==> src/rtl/vpg_timing_ctrl.sv <==
// -----------------------------------------------------------------------------
// vpg_timing_ctrl
//
// Video timing controller for a simple pattern generator. Walks a horizontal
// and a vertical counter through active / front porch / sync / back porch and
// produces registered raster timing plus the pattern select for the
// downstream pixel generator.
//
// Run control: IDLE -> RUN on enable. Dropping enable moves to DRAIN, which
// finishes the current frame and returns to IDLE after the last count.
// Raising enable again during DRAIN resumes RUN without disturbing the
// counters.
//
// Pattern select: pattern_load captures pattern_sel_in into a pending
// register. The pending value reaches image_color only at a frame boundary
// (counter wrap to (0,0) or IDLE->RUN), so the colour never changes inside a
// visible frame.
//
// Optional feature (compile-time macro VPG_AUTO_CYCLE_EN):
//   When defined, a frame counter counts completed frames and advances
//   image_color (mod 4) every FRAMES_PER_PATTERN frames. A pending load wins
//   over the automatic step and restarts the count. When undefined,
//   image_color changes only through pattern_load.
//
// Ports:
//   pixel_clk          in   sole clock, rising edge
//   reset              in   asynchronous, active-high
//   enable             in   run request
//   pattern_load       in   single-cycle strobe capturing pattern_sel_in
//   pattern_sel_in     in   [1:0] requested pattern
//   pixel_de           out  data enable
//   pixel_hs           out  horizontal sync, active-low
//   pixel_vs           out  vertical sync, active-low
//   pixel_x / pixel_y  out  [11:0] active-pixel coordinates (0 when blanked)
//   image_width        out  [11:0] constant H_ACTIVE
//   image_height       out  [11:0] constant V_ACTIVE
//   image_color        out  [1:0] pattern select
//   frame_start        out  one-cycle pulse coincident with pixel (0,0)
//   busy               out  high while in RUN or DRAIN
//
// All timing outputs are registered and show the counter state of the
// previous cycle (latency 1). image_color is delayed by the same stage so it
// switches together with frame_start.
// -----------------------------------------------------------------------------
module vpg_timing_ctrl #(
    parameter int H_ACTIVE           = 640,
    parameter int H_FP               = 16,
    parameter int H_SYNC             = 96,
    parameter int H_BP               = 48,
    parameter int V_ACTIVE           = 480,
    parameter int V_FP               = 10,
    parameter int V_SYNC             = 2,
    parameter int V_BP               = 33,
    parameter int FRAMES_PER_PATTERN = 60
) (
    input  logic        pixel_clk,
    input  logic        reset,
    input  logic        enable,
    input  logic        pattern_load,
    input  logic [1:0]  pattern_sel_in,
    output logic        pixel_de,
    output logic        pixel_hs,
    output logic        pixel_vs,
    output logic [11:0] pixel_x,
    output logic [11:0] pixel_y,
    output logic [11:0] image_width,
    output logic [11:0] image_height,
    output logic [1:0]  image_color,
    output logic        frame_start,
    output logic        busy
);

    localparam int H_TOTAL = H_ACTIVE + H_FP + H_SYNC + H_BP;
    localparam int V_TOTAL = V_ACTIVE + V_FP + V_SYNC + V_BP;

    localparam logic [11:0] H_ACT_END  = 12'(H_ACTIVE);
    localparam logic [11:0] H_SYNC_BEG = 12'(H_ACTIVE + H_FP);
    localparam logic [11:0] H_SYNC_END = 12'(H_ACTIVE + H_FP + H_SYNC);
    localparam logic [11:0] H_LAST     = 12'(H_TOTAL - 1);
    localparam logic [11:0] V_ACT_END  = 12'(V_ACTIVE);
    localparam logic [11:0] V_SYNC_BEG = 12'(V_ACTIVE + V_FP);
    localparam logic [11:0] V_SYNC_END = 12'(V_ACTIVE + V_FP + V_SYNC);
    localparam logic [11:0] V_LAST     = 12'(V_TOTAL - 1);

    typedef enum logic [1:0] {
        ST_IDLE  = 2'd0,
        ST_RUN   = 2'd1,
        ST_DRAIN = 2'd2
    } state_t;

    state_t      state;
    logic [11:0] h_cnt;
    logic [11:0] v_cnt;

    // Raster decode of the current counter state; registered below.
    logic h_last;
    logic frame_last;
    logic counting;
    logic de_d;
    logic hs_d;
    logic vs_d;

    assign h_last     = (h_cnt == H_LAST);
    assign frame_last = h_last && (v_cnt == V_LAST);
    assign counting   = (state == ST_RUN) || (state == ST_DRAIN);
    assign de_d       = (h_cnt < H_ACT_END) && (v_cnt < V_ACT_END);
    assign hs_d       = !((h_cnt >= H_SYNC_BEG) && (h_cnt < H_SYNC_END));
    assign vs_d       = !((v_cnt >= V_SYNC_BEG) && (v_cnt < V_SYNC_END));

    assign image_width  = H_ACT_END;
    assign image_height = V_ACT_END;

    // -------------------------------------------------------------------------
    // Run-control FSM, raster counters and registered timing outputs.
    // -------------------------------------------------------------------------
    always_ff @(posedge pixel_clk or posedge reset) begin
        if (reset) begin
            state       <= ST_IDLE;
            h_cnt       <= '0;
            v_cnt       <= '0;
            pixel_de    <= 1'b0;
            pixel_hs    <= 1'b1;
            pixel_vs    <= 1'b1;
            pixel_x     <= '0;
            pixel_y     <= '0;
            frame_start <= 1'b0;
            busy        <= 1'b0;
        end else begin
            // NOTE: all state here uses non-blocking assignments so every
            // register samples the pre-edge values; blocking assignments would
            // let the output decode see counters already advanced this edge.
            case (state)
                ST_IDLE: begin
                    // Counters rest at (0,0); outputs show the blank level.
                    pixel_de    <= 1'b0;
                    pixel_hs    <= 1'b1;
                    pixel_vs    <= 1'b1;
                    pixel_x     <= '0;
                    pixel_y     <= '0;
                    frame_start <= 1'b0;
                    if (enable) begin
                        state <= ST_RUN;
                        busy  <= 1'b1;
                    end
                end

                ST_RUN, ST_DRAIN: begin
                    pixel_de    <= de_d;
                    pixel_hs    <= hs_d;
                    pixel_vs    <= vs_d;
                    pixel_x     <= de_d ? h_cnt : 12'd0;
                    pixel_y     <= de_d ? v_cnt : 12'd0;
                    frame_start <= (h_cnt == 12'd0) && (v_cnt == 12'd0);

                    if (h_last) begin
                        h_cnt <= '0;
                        v_cnt <= (v_cnt == V_LAST) ? 12'd0 : v_cnt + 12'd1;
                    end else begin
                        h_cnt <= h_cnt + 12'd1;
                    end

                    // A frame that ends on the same cycle enable is seen low
                    // is already complete, so RUN may go straight to IDLE.
                    if (enable) begin
                        state <= ST_RUN;
                    end else if (frame_last) begin
                        state <= ST_IDLE;
                        busy  <= 1'b0;
                    end else begin
                        state <= ST_DRAIN;
                    end
                end

                default: begin
                    state <= ST_IDLE;
                    busy  <= 1'b0;
                end
            endcase
        end
    end

    // -------------------------------------------------------------------------
    // Pattern select: pending register, frame-boundary update, optional
    // automatic cycling.
    // -------------------------------------------------------------------------
    logic       pending_vld;
    logic [1:0] pending_sel;
    logic [1:0] color_cur;
    logic       frame_done;
    logic       frame_boundary;
    logic       take_pending;
    logic [1:0] next_sel;

    assign frame_done     = counting && frame_last;
    assign frame_boundary = frame_done || ((state == ST_IDLE) && enable);
    // A load arriving on the boundary cycle itself is applied at that boundary.
    assign take_pending   = pattern_load || pending_vld;
    assign next_sel       = pattern_load ? pattern_sel_in : pending_sel;

`ifdef VPG_AUTO_CYCLE_EN
    localparam int FC_W = (FRAMES_PER_PATTERN > 1) ? $clog2(FRAMES_PER_PATTERN) : 1;
    localparam logic [FC_W-1:0] FC_LAST = FC_W'(FRAMES_PER_PATTERN - 1);

    logic [FC_W-1:0] frame_cnt;
`endif

    always_ff @(posedge pixel_clk or posedge reset) begin
        if (reset) begin
            pending_vld <= 1'b0;
            pending_sel <= '0;
            color_cur   <= '0;
            image_color <= '0;
`ifdef VPG_AUTO_CYCLE_EN
            frame_cnt   <= '0;
`endif
        end else begin
            // Same one-cycle delay as the timing outputs, so the new colour
            // appears together with frame_start.
            image_color <= color_cur;

            if (frame_boundary && take_pending) begin
                color_cur   <= next_sel;
                pending_vld <= 1'b0;
`ifdef VPG_AUTO_CYCLE_EN
                frame_cnt   <= '0;
`endif
            end else begin
                if (pattern_load) begin
                    pending_sel <= pattern_sel_in;
                    pending_vld <= 1'b1;
                end
`ifdef VPG_AUTO_CYCLE_EN
                if (frame_done) begin
                    if (frame_cnt == FC_LAST) begin
                        color_cur <= color_cur + 2'd1;
                        frame_cnt <= '0;
                    end else begin
                        frame_cnt <= frame_cnt + 1'b1;
                    end
                end
`endif
            end
        end
    end

endmodule

==> config.mk <==
export PLATFORM = sky130hd
export DESIGN_NAME = vpg_timing_ctrl
export DESIGN_NICKNAME = d
export VERILOG_FILES = /design/src/rtl/vpg_timing_ctrl.sv
export SDC_FILE = /design/constraint.sdc
export NUM_CORES = 1
export LEC_CHECK = 0
export CELL_PAD_IN_SITES_DETAIL_PLACEMENT = 0
export CELL_PAD_IN_SITES_GLOBAL_PLACEMENT = 1
export CORE_MARGIN = 3
export CORE_UTILIZATION = 36
export DETAILED_ROUTE_END_ITERATION = 8
export GPL_TIMING_DRIVEN = 0
export PLACE_DENSITY = 0.78
export SYNTH_ARGS = -nofsm -noshare
export SYNTH_HDL_FRONTEND = slang
export SYNTH_SLANG_ARGS = --single-unit
==> constraint.sdc <==
create_clock -name pixel_clk -period 2.2 [get_ports pixel_clk]
set_input_delay 0.55 -clock pixel_clk [delete_from_list [all_inputs] [get_ports pixel_clk]]
set_output_delay 0.55 -clock pixel_clk [all_outputs]
set_load 0.01 [all_outputs]
After elaboration in Yosys (flattened, before gate mapping)
Cells that the tools add are included.
- flip-flop bits (word level): 62
- input bits: 6
- logic and storage cells: 71
- $add $sub $neg: 2
- order comparisons: 6
- equal/unequal tests: 7
- muxes and demuxes: 21
- reductions and logical operators: 21
- operators by type and width (kind ; number):
    $mux W12 ; 4
    $pmux W12 S2 ; 2
    $add A12 B1 Y12 const B ; 2
    $eq A12 B10 Y1 const B ; 2
    $logic_not A12 Y1 ; 2
    $lt A12 B10 Y1 const B ; 2
    $lt A12 B9 Y1 const B ; 2
    $ge A12 B10 Y1 const B ; 1
    $ge A12 B9 Y1 const B ; 1
    $pmux W1 S2 ; 5
    $logic_and A1 B1 Y1 ; 8
    $mux W2 ; 4
    $ne A2 B2 Y1 const B ; 3
    $mux W1 ; 5
    $pmux W2 S2 ; 1
    $reduce_bool A2 Y1 ; 2
    $logic_or A1 B1 Y1 ; 3
    $reduce_and A3 Y1 ; 1
    $eq A2 B1 Y1 const B ; 1
    $eq A2 B2 Y1 const B ; 1
    $logic_not A1 Y1 ; 2
    $logic_not A2 Y1 ; 1
    $reduce_and A2 Y1 ; 1
    $reduce_or A2 Y1 ; 1

Logic depth before layout (Yosys ltp)
- word-level depth: 6
- depth in mapped cells: 7
- mapped depth without buffers: 6

Least setup slack after synthesis
OpenSTA, ideal clock, no wires.
- path type: register to register
- start: register h_cnt[11]
- end: register color_cur[0]
- setup time: 0.128 ns
- arrival: 2.019 ns
- slack: 0.053 ns
- cell stages (with the launch flop): 6
- path buffers: 1
- period minus slack after synthesis: 2.147 ns
- cells stage by stage: dfrtp_1 or4_4 or3_1 buf_6 o32ai_4 mux2_1
- longest elaborated chain between the ends: 5
- RTL lines (what ; line ; text):
    start: declaration ; 92 ; logic [11:0] h_cnt;
    start signal: assignment ; 159 ; h_cnt <= h_cnt + 12'd1;
    $eq A12 B10 Y1 ; 103 ; assign h_last = (h_cnt == H_LAST);
    $logic_and A1 B1 Y1 ; 104 ; assign frame_last = h_last && (v_cnt == V_LAST);
    $logic_and A1 B1 Y1 ; 194 ; assign frame_done = counting && frame_last;
    $logic_or A1 B1 Y1 ; 195 ; assign frame_boundary = frame_done || ((state == ST_IDLE) && enable);
    $logic_and A1 B1 Y1 ; 221 ; if (frame_boundary && take_pending) begin
    end signal: assignment ; 222 ; color_cur <= next_sel;
    end: declaration ; 188 ; logic [1:0] color_cur;
Every way passes these cells.
A chain may end at the register's enable or synchronous reset.

Worst setup path after layout
- start: register h_cnt[10]
- end: register v_cnt[10]
- longest elaborated chain between the ends: 2
- RTL lines (what ; line ; text):
    $eq A12 B10 Y1 ; 103 ;
    $reduce_and A2 Y1 (no line) ; n/a ;
    end signal: assignment ; 157 ; v_cnt <= (v_cnt == V_LAST) ? 12'd0 : v_cnt + 12'd1;
    end: declaration ; 93 ; logic [11:0] v_cnt;
Every way passes these cells.

==> results <==
==> critical path, stage by stage (launching register included) <==
cell	delay [ps]
dfrtp_1	420
or4_4	540
or3_4	420
buf_6	180
o41ai_4	320
o41ai_2	110
==> power by group through the flow <==
stage	clock network, mW	logic (mW)	registers (mW)
final	0.980	1.12	1.51
after global routing	1.05	1.27	1.55
after CTS	0.997	1.18	1.46
after detailed placement	0	1.14	1.48
after global placement	0	1.12	1.47
after floorplan	0	0.734	1.49
==> cell type report <==
type	count	area, um2
plain buffers	36	238
well taps	105	131
clock buffers	11	141
inverters	13	48.8
clock inverters	4	47.5
multi-input cells	194	1360
repair buffers	41	410
flip-flops and latches	62	1560
fillers	780	4330
==> cell usage after synthesis (3+ instances only) <==
cell type	number
xor2_1	9
buf_4	24
and2_1	5
nand2_1	17
a22o_1	20
nor4_1	7
nand2b_1	3
mux2_2	5
a21oi_1	4
o21ai_0	8
nor3_1	8
nor2_1	16
nand4_1	7
nand3_1	14
o22ai_1	3
clkbuf_1	14
inv_1	13
o31ai_1	4
ha_1	6
xnor2_1	5
dfrtp_1	60
==> metrics by stage <==
stage	utilization	TNS [ps]	hold WS (ps)	area, um2
after floorplan	-	0	347	3150
after global placement	0.441	-60410	359	3640
after detailed placement	0.443	-728	364	3660
after CTS	0.473	-3.72	385	3910
after global routing	0.476	0	403	3930
final	0.476	0	381	3930
==> sequential cells by signal (all words and copies together) (netlist names), 2 cells and up <==
register / flops
pixel_x: 12
state: 2
pending_sel: 2
pixel_y: 12
color_cur: 2
v_cnt: 12
h_cnt: 12
image_color: 2
==> cells by family after synthesis <==
logic type                 after synthesis  share of synthesized area
AOI/OAI and AO/OA                       50                      0.138
other                                    2                    0.00245
DFF                                     62                      0.507
and+or+nand+nor                         92                      0.157
adders and majority gates                6                     0.0245
xor gates and xnor gates                14                     0.0400
buffers and inverters                   55                      0.102
muxes                                    8                     0.0290
==> worst min path at each step <==
| stage | depth (start not counted) | endpoint | startpoint |
|---|---|---|---|
| 3_3_place_gp | 0 | image_color[0] | color_cur[0] |
| 5_1_grt | 0 | image_color[0] | color_cur[0] |
| 4_1_cts | 0 | image_color[0] | color_cur[0] |
| 2_1_floorplan | 0 | image_color[0] | color_cur[0] |
| 3_5_place_dp | 0 | image_color[0] | color_cur[0] |
| 6_report | 0 | image_color[1] | color_cur[1] |
==> routing by layer <==
| layer | GRT usage | up-vias | routed length, um |
|---|---|---|---|
| li1 | - | 1108 | - |
| met1 | 0.199 | 1126 | 3230 |
| met2 | 0.223 | 56 | 3110 |
| met3 | 0.0336 | 11 | 303 |
| met4 | 0.0630 | 0 | 114 |
| met5 | 0 | - | 0 |
==> placed cells by master (no fill, tap or decap), types with 2 or more instances in the layout <==
master,n
ha_1,5
o21ai_0,8
buf_2,3
clkinv_2,2
and3_1,2
conb_1,24
inv_1,12
a21oi_1,4
nor4_2,2
nor4_1,4
xnor2_1,5
dfrtp_1,58
nor2b_1,2
nand3_1,14
dfrtp_2,2
dfstp_2,2
o31ai_1,4
clkbuf_1,8
clkbuf_8,10
xor2_1,9
and2_1,5
a22o_1,20
nand4_1,7
mux2_2,5
and4_1,2
buf_4,28
nor2_1,15
or2_2,2
nor3_1,8
mux2_4,2
o22ai_1,3
nand2b_1,3
clkdlybuf4s50_1,36
nand2_1,16
==> timing repair <==
item,4_1_cts,5_1_grt
setup endpoints to repair,20,31
resized for setup,7,15
cloned,0,0
pin swaps,2,1
setup buffers,4,0
==> results_dict.tcl <==
set metrics [dict create \
    skew_ps 10.8 \
    post-place-ws_ps -194 \
    cts_buffers 9 \
    ys.flop_type "dfrtp_1" \
    synth_edf_count 0 \
    clock_latency_ps 340 \
    ios 61 \
    synth.cell_area_um2 3070 \
    p_int_mw 2.41 \
    min_path_type "register to register" \
    h-tree-depth 3 \
    peakVddDrop_uv 510 \
    grt_start_max_net_pins 36 \
    grt_pass1_wl_mm 11.4 \
    via_per_inst 4.94 \
    ys_async_sr_fraction 1.00 \
    power.share.sequential 0.419 \
    crit_required_ps 2410 \
    crit_start "h_cnt[10]" \
    first_pass_iters 4 \
    gp_congestion 0.819 \
    nNetsFinal 369 \
    crit_fanout 10 \
    grt.total_usage 0.146 \
    worst_pin_slew_ps 609 \
    p_leak_nw 1.80 \
    netSwitchingFraction 0.333 \
    synth-seq-area-share 0.507 \
    synth_area_leaders "dfrtp_1 49%, buf_4 5.9%, a22o_1 5.7%" \
    reg2reg_depth 5 \
    synth_cell_types 48 \
    cts.sink_count 62 \
    antenna_found_initial 0 \
    stdcell_count 466 \
    rsz0062_at_grt "false" \
    hold_viol_final 0 \
    die_h_um 98.3 \
    dieArea_um2 9670 \
    vias 2301 \
    cts_buffer_depth 2 \
    area_growth_syn_to_layout_pct 28.1 \
    setup_ws_ps 68.5 \
    reg2reg_slack_ps 70 \
    drtAntennaViolNets 0 \
    drt-total-wl_mm 6.76 \
    period_share 0.969 \
    cts_tree "done" \
    critPathCapture "v_cnt[10]" \
    power.density_nw_per_um2 919 \
    p_comb_frac 0.310 \
    drive_above_1_share 0.213 \
    diodes 0 \
    cp-end-kind "register" \
    finalPower_mw 3.61 \
    portBuffers 36 \
    rows 33 \
    clkSlewWorstSetupHoldPaths_ps 70 \
    gr-total-overflow 0 \
    place_hpwl_mm 4.66 \
    start_util 0.372 \
    crit_type "register to register" \
    netSwitchingPower_mw 1.20 \
    dp_cells 453 \
    netlist_instances 289 \
    drc 0 \
    period_needed_ps 2130 \
    clkPwrFrac 0.271 \
    yosys.area.top_type "dfrtp_1" \
    post_drt_wl_per_cell_um 14.5 \
    clockRootBuffer "clkbuf_8" \
    drt-initial-drc-count 90 \
    max_freq_mhz 469 \
    setup_viol 0 \
    synth_top_area_frac 0.489 \
    avgSynthCellArea_um2 10.6 \
    coreArea_um2 8260 \
    ys_seq_elements 62 \
    slew_viol_final 0 \
    grt_pass1_vias 2243 \
    die_w_um 98.3 \
    worstPathArrival_ps 2340 \
    crit_path_start_kind "register" \
    holdBufCountCts 0 \
    yosysWarnings 0 \
    outcome "complete, no violations" \
    slew_headroom 0.594 \
    drv_cap 0 \
    r2r-end "v_cnt[10]" \
    worstReg2RegStart "h_cnt[10]" \
]
Note: power is estimated with default switching activity, not from simulation.
==> variant 1 (same settings) <==
Build with the macro `VPG_AUTO_CYCLE_EN` defined.
--- a/src/rtl/vpg_timing_ctrl.sv
+++ b/src/rtl/vpg_timing_ctrl.sv
@@ -42,6 +42,8 @@
 // previous cycle (latency 1). image_color is delayed by the same stage so it
 // switches together with frame_start.
 // -----------------------------------------------------------------------------
+`define VPG_AUTO_CYCLE_EN
+
 module vpg_timing_ctrl #(
     parameter int H_ACTIVE           = 640,
     parameter int H_FP               = 16,
Function: same outputs for any inputs over 10 cycles, from zero or initial values and one cycle with reset high; that may be too few to reach the edited logic, so the function may still have changed.
==> variant 1 against the original RTL <==
- worst setup slack better by 82 ps
- cell area up 6.8%
- synthesized area up 8.4%
- sequential cell count up 6
- count of clock-buffer cells in the layout down 2
- sequential share of layout area up 1.0 points
- final cell count up 5.8%
- power up 15%
- clock power down 9.4%
- sequential power up 7%
- die area up 7.9%
- hold slack better by 17 ps
- routed wire length down 0.28%
- via count up 4.5%
- critical endpoint is now busy
==> variant 1: results (changes against the original RTL) <==
synthTopCellsByArea: "dfrtp_1 50%, buf_4 5.4%, a22o_1 5.0%, ha_1 2.6%, xnor2_1 2.6%"
vias: 2405  # +4.5%
worst_hold_slack_ps: 398  # +16.9 ps
p_comb_w: 0.00165  # +47%
finalCritPeriodShare: 0.932  # -0.0372
status: "complete, no violations"
synth_xor_area_frac: 0.0474  # +0.00742
cts_resized: 4  # -3
post_dp_cell_area_um2: 3930  # +7.3%
synthAdderAreaFrac: 0.0263  # +0.00186
crit-reg2reg-capture: "busy"
peakVddDrop_mv: 0.398  # -22%
r2r-start: "v_cnt[8]"
ys_seq_area_frac: 0.512  # +0.00570
worstPathArrival_ps: 2280  # -60 ps
leakage_nw: 1.97  # +9.7%
grtUsageTotal: 0.136  # -0.00972
r2r_slack_ps: 150  # +80 ps
synth_mux_area_frac: 0.0263  # -0.00263
seq_power_w: 0.00162  # +7%
instances_no_fill: 493  # +5.8%
fin_worst_skew_ps: 11.5  # +0.719 ps
avgSynthCellArea_um2: 10.9  # +2.4%
gp_congestion: 0.823  # +0.44%
critPathMaxFanout: 9  # -1
dp_hpwl_mm: 4.91  # +5.4%
drt_iter0_drc: 60  # -33%
synth_cell_type_count: 51  # +6.3%
place_ws_ps: -250  # -56.4 ps
final_net_count: 393  # +6.5%
p_sw_w: 0.00150  # +25%
synth_commonest_cells: "66 x dfrtp_1, 24 x buf_4, 19 x a22o_1, 19 x nand2_1, 17 x nor2_1"
grt_pass1_vias: 2312  # +3.1%
postCtsSetupRepairBufs: 2  # -2
[variant 1: cell types whose count changed in the layout (fill, tap and decap cells not counted), moves of 4 or more]
cell / change
clkbuf_1: -5
and3_1: +6
o21ai_0: +6
a21oi_1: +5
o31ai_1: -4
dfrtp_1: +7
mux2i_1: +4
xnor2_1: +5
[variant 1: layout make-up]
cell class | count | area, µm²
repair buffers | 41 | 410
flip-flops and latches | 68 | 1710
clock buffers | 9 | 124
multi-input cells | 214 | 1470
clock inverters | 7 | 43.8
inverters | 12 | 48.8
fillers | 835 | 4650
plain buffers | 34 | 254
well taps | 108 | 135
[variant 1: critical path, cell delays in order (launching register included)]
cell and delay, ps:
dfrtp_1 450, nor4_4 430, nand4_4 250, or3_2 550, o21ai_0 170, a21oi_1 90
[variant 1: metal layers]
metal	track usage	vias to the layer above	wire length (µm)
li1	-	1185	-
met1	0.186	1147	3250
met2	0.210	62	3010
met3	0.0328	11	370
met4	0.0545	0	112
met5	0	-	0
==> variant 2 (same settings) <==
Without the edit above. Put one more register stage on the output `pixel_de`, cleared by the reset. The value now appears one clock later. The other outputs are not delayed to match.
--- a/src/rtl/vpg_timing_ctrl.sv
+++ b/src/rtl/vpg_timing_ctrl.sv
@@ -88,6 +88,8 @@
         ST_DRAIN = 2'd2
     } state_t;
 
+    logic pixel_de_s0;
+
     state_t      state;
     logic [11:0] h_cnt;
     logic [11:0] v_cnt;
@@ -118,7 +120,7 @@
             state       <= ST_IDLE;
             h_cnt       <= '0;
             v_cnt       <= '0;
-            pixel_de    <= 1'b0;
+            pixel_de_s0 <= 1'b0;
             pixel_hs    <= 1'b1;
             pixel_vs    <= 1'b1;
             pixel_x     <= '0;
@@ -132,7 +134,7 @@
             case (state)
                 ST_IDLE: begin
                     // Counters rest at (0,0); outputs show the blank level.
-                    pixel_de    <= 1'b0;
+                    pixel_de_s0 <= 1'b0;
                     pixel_hs    <= 1'b1;
                     pixel_vs    <= 1'b1;
                     pixel_x     <= '0;
@@ -145,7 +147,7 @@
                 end
 
                 ST_RUN, ST_DRAIN: begin
-                    pixel_de    <= de_d;
+                    pixel_de_s0 <= de_d;
                     pixel_hs    <= hs_d;
                     pixel_vs    <= vs_d;
                     pixel_x     <= de_d ? h_cnt : 12'd0;
@@ -243,5 +245,13 @@
         end
     end
 
+    always_ff @(posedge pixel_clk or posedge reset) begin
+        if (reset) begin
+            pixel_de <= '0;
+        end else begin
+            pixel_de <= pixel_de_s0;
+        end
+    end
+
 endmodule
 
Function: changed (Yosys sat finds a counterexample within 4 cycles, from zero or initial values and one cycle with reset high).
==> variant 2 against the original RTL <==
- the run now ends with negative setup slack left
- synthesized area down 1.9%
- count of clock-buffer cells in the layout down 2
- worst setup slack worse by 96 ps
- cell area up 1.9%
- sequential cell count up 1
- power up 15%
- sequential share of layout area down 0.14 points
- final cell count up 0.21%
- routed wire length up 0.80%
- hold slack worse by 0.98 ps
- critical endpoint is now pending_sel[1]
==> variant 2: results (changes against the original RTL) <==
status: "complete, but fails checks"
violations: "negative setup slack"
synth_mux_area_frac: 0.0291  # +0.000138
grt_pass1_vias: 2210  # -1.5%
p_sw_w: 0.00145  # +20%
grt_max_degree: 34  # -5.6%
synthAdderAreaFrac: 0.0249  # +0.000468
instances_no_fill: 467  # +0.21%
drt_iter0_drc: 130  # +44%
place_inst: 444  # -2.0%
fin_worst_skew_ps: 6.04  # -4.79 ps
layout_setup_ws_ps: -27.4  # -95.9 ps
post_dp_cell_area_um2: 3610  # -1.4%
holdCritStartpoint: "color_cur[0]"
peakVddDrop_mv: 0.523  # +2.5%
dp_hpwl_mm: 4.55  # -2.3%
grt_pass1_wl_mm: 11.1  # -1.9%
synthTopCellsByArea: "dfrtp_1 51%, buf_4 6.0%, a22o_1 5.8%, ha_1 2.5%, o21ai_0 2.2%"
gp_congestion: 0.846  # +3.2%
setup_viol: 2  # +2
leakage_nw: 1.87  # +3.8%
worstPathArrival_ps: 2460  # +120 ps
synth_compound_area_frac: 0.118  # -0.0198
ys_seq_area_frac: 0.525  # +0.0180
postCtsSetupRepairBufs: 5  # +1
grtUsageTotal: 0.145  # -0.00109
critPathMaxFanout: 7  # -3
variant 2: cell count changes after synthesis, moves of 3 or more:
cell,change
nor2_1,-4
o31ai_1,-3
xor2_1,-3
nand4_1,+3
a21oi_1,+4
nor4_1,-3
o21ai_0,+5
mux2_2,-3
and3_1,+3
variant 2: routing by layer:
| metal | up-vias | global-route usage | wire (µm) |
|---|---|---|---|
| met1 | 1079 | 0.201 | 3230 |
| li1 | 1109 | - | - |
| met3 | 5 | 0.0560 | 439 |
| met4 | 0 | 0.0479 | 54 |
| met5 | - | 0 | 0 |
| met2 | 62 | 0.209 | 3090 |
variant 2: cell type report:
type | instances | area [µm²]
inverters | 15 | 56.3
repair buffers | 47 | 459
clock buffers | 9 | 124
flip-flops and latches | 63 | 1580
plain buffers | 35 | 244
multi-input cells | 189 | 1310
clock inverters | 7 | 100
well taps | 102 | 128
fillers | 739 | 3930
variant 2: metrics by stage:
step / hold WS [ps] / setup WS [ps] / TNS [ps] / power, W
6_report: 380 / -27.4 / -49.4 / 0.00415
5_1_grt: 394 / -85.0 / -297 / 0.00444
2_1_floorplan: 347 / 52.2 / 0 / 0.00238
4_1_cts: 378 / -48.8 / -152 / 0.00411
3_3_place_gp: 358 / -1000 / -66130 / 0.00282
3_5_place_dp: 360 / -295 / -4120 / 0.00285
variant 2: worst paths after layout:
| kind | endpoint | slack [ps] | depth (start not counted) |
|---|---|---|---|
| min in group asynchronous | v_cnt[7] | 630 | 2 |
| setup / recovery | pending_sel[1] | -30 | 5 |
| hold reg to reg | image_color[0] | 380 | 0 |
| hold / removal | image_color[0] | 380 | 0 |
| setup reg to reg | pending_sel[1] | -30 | 5 |
| max in group asynchronous | pixel_hs | 890 | 3 |
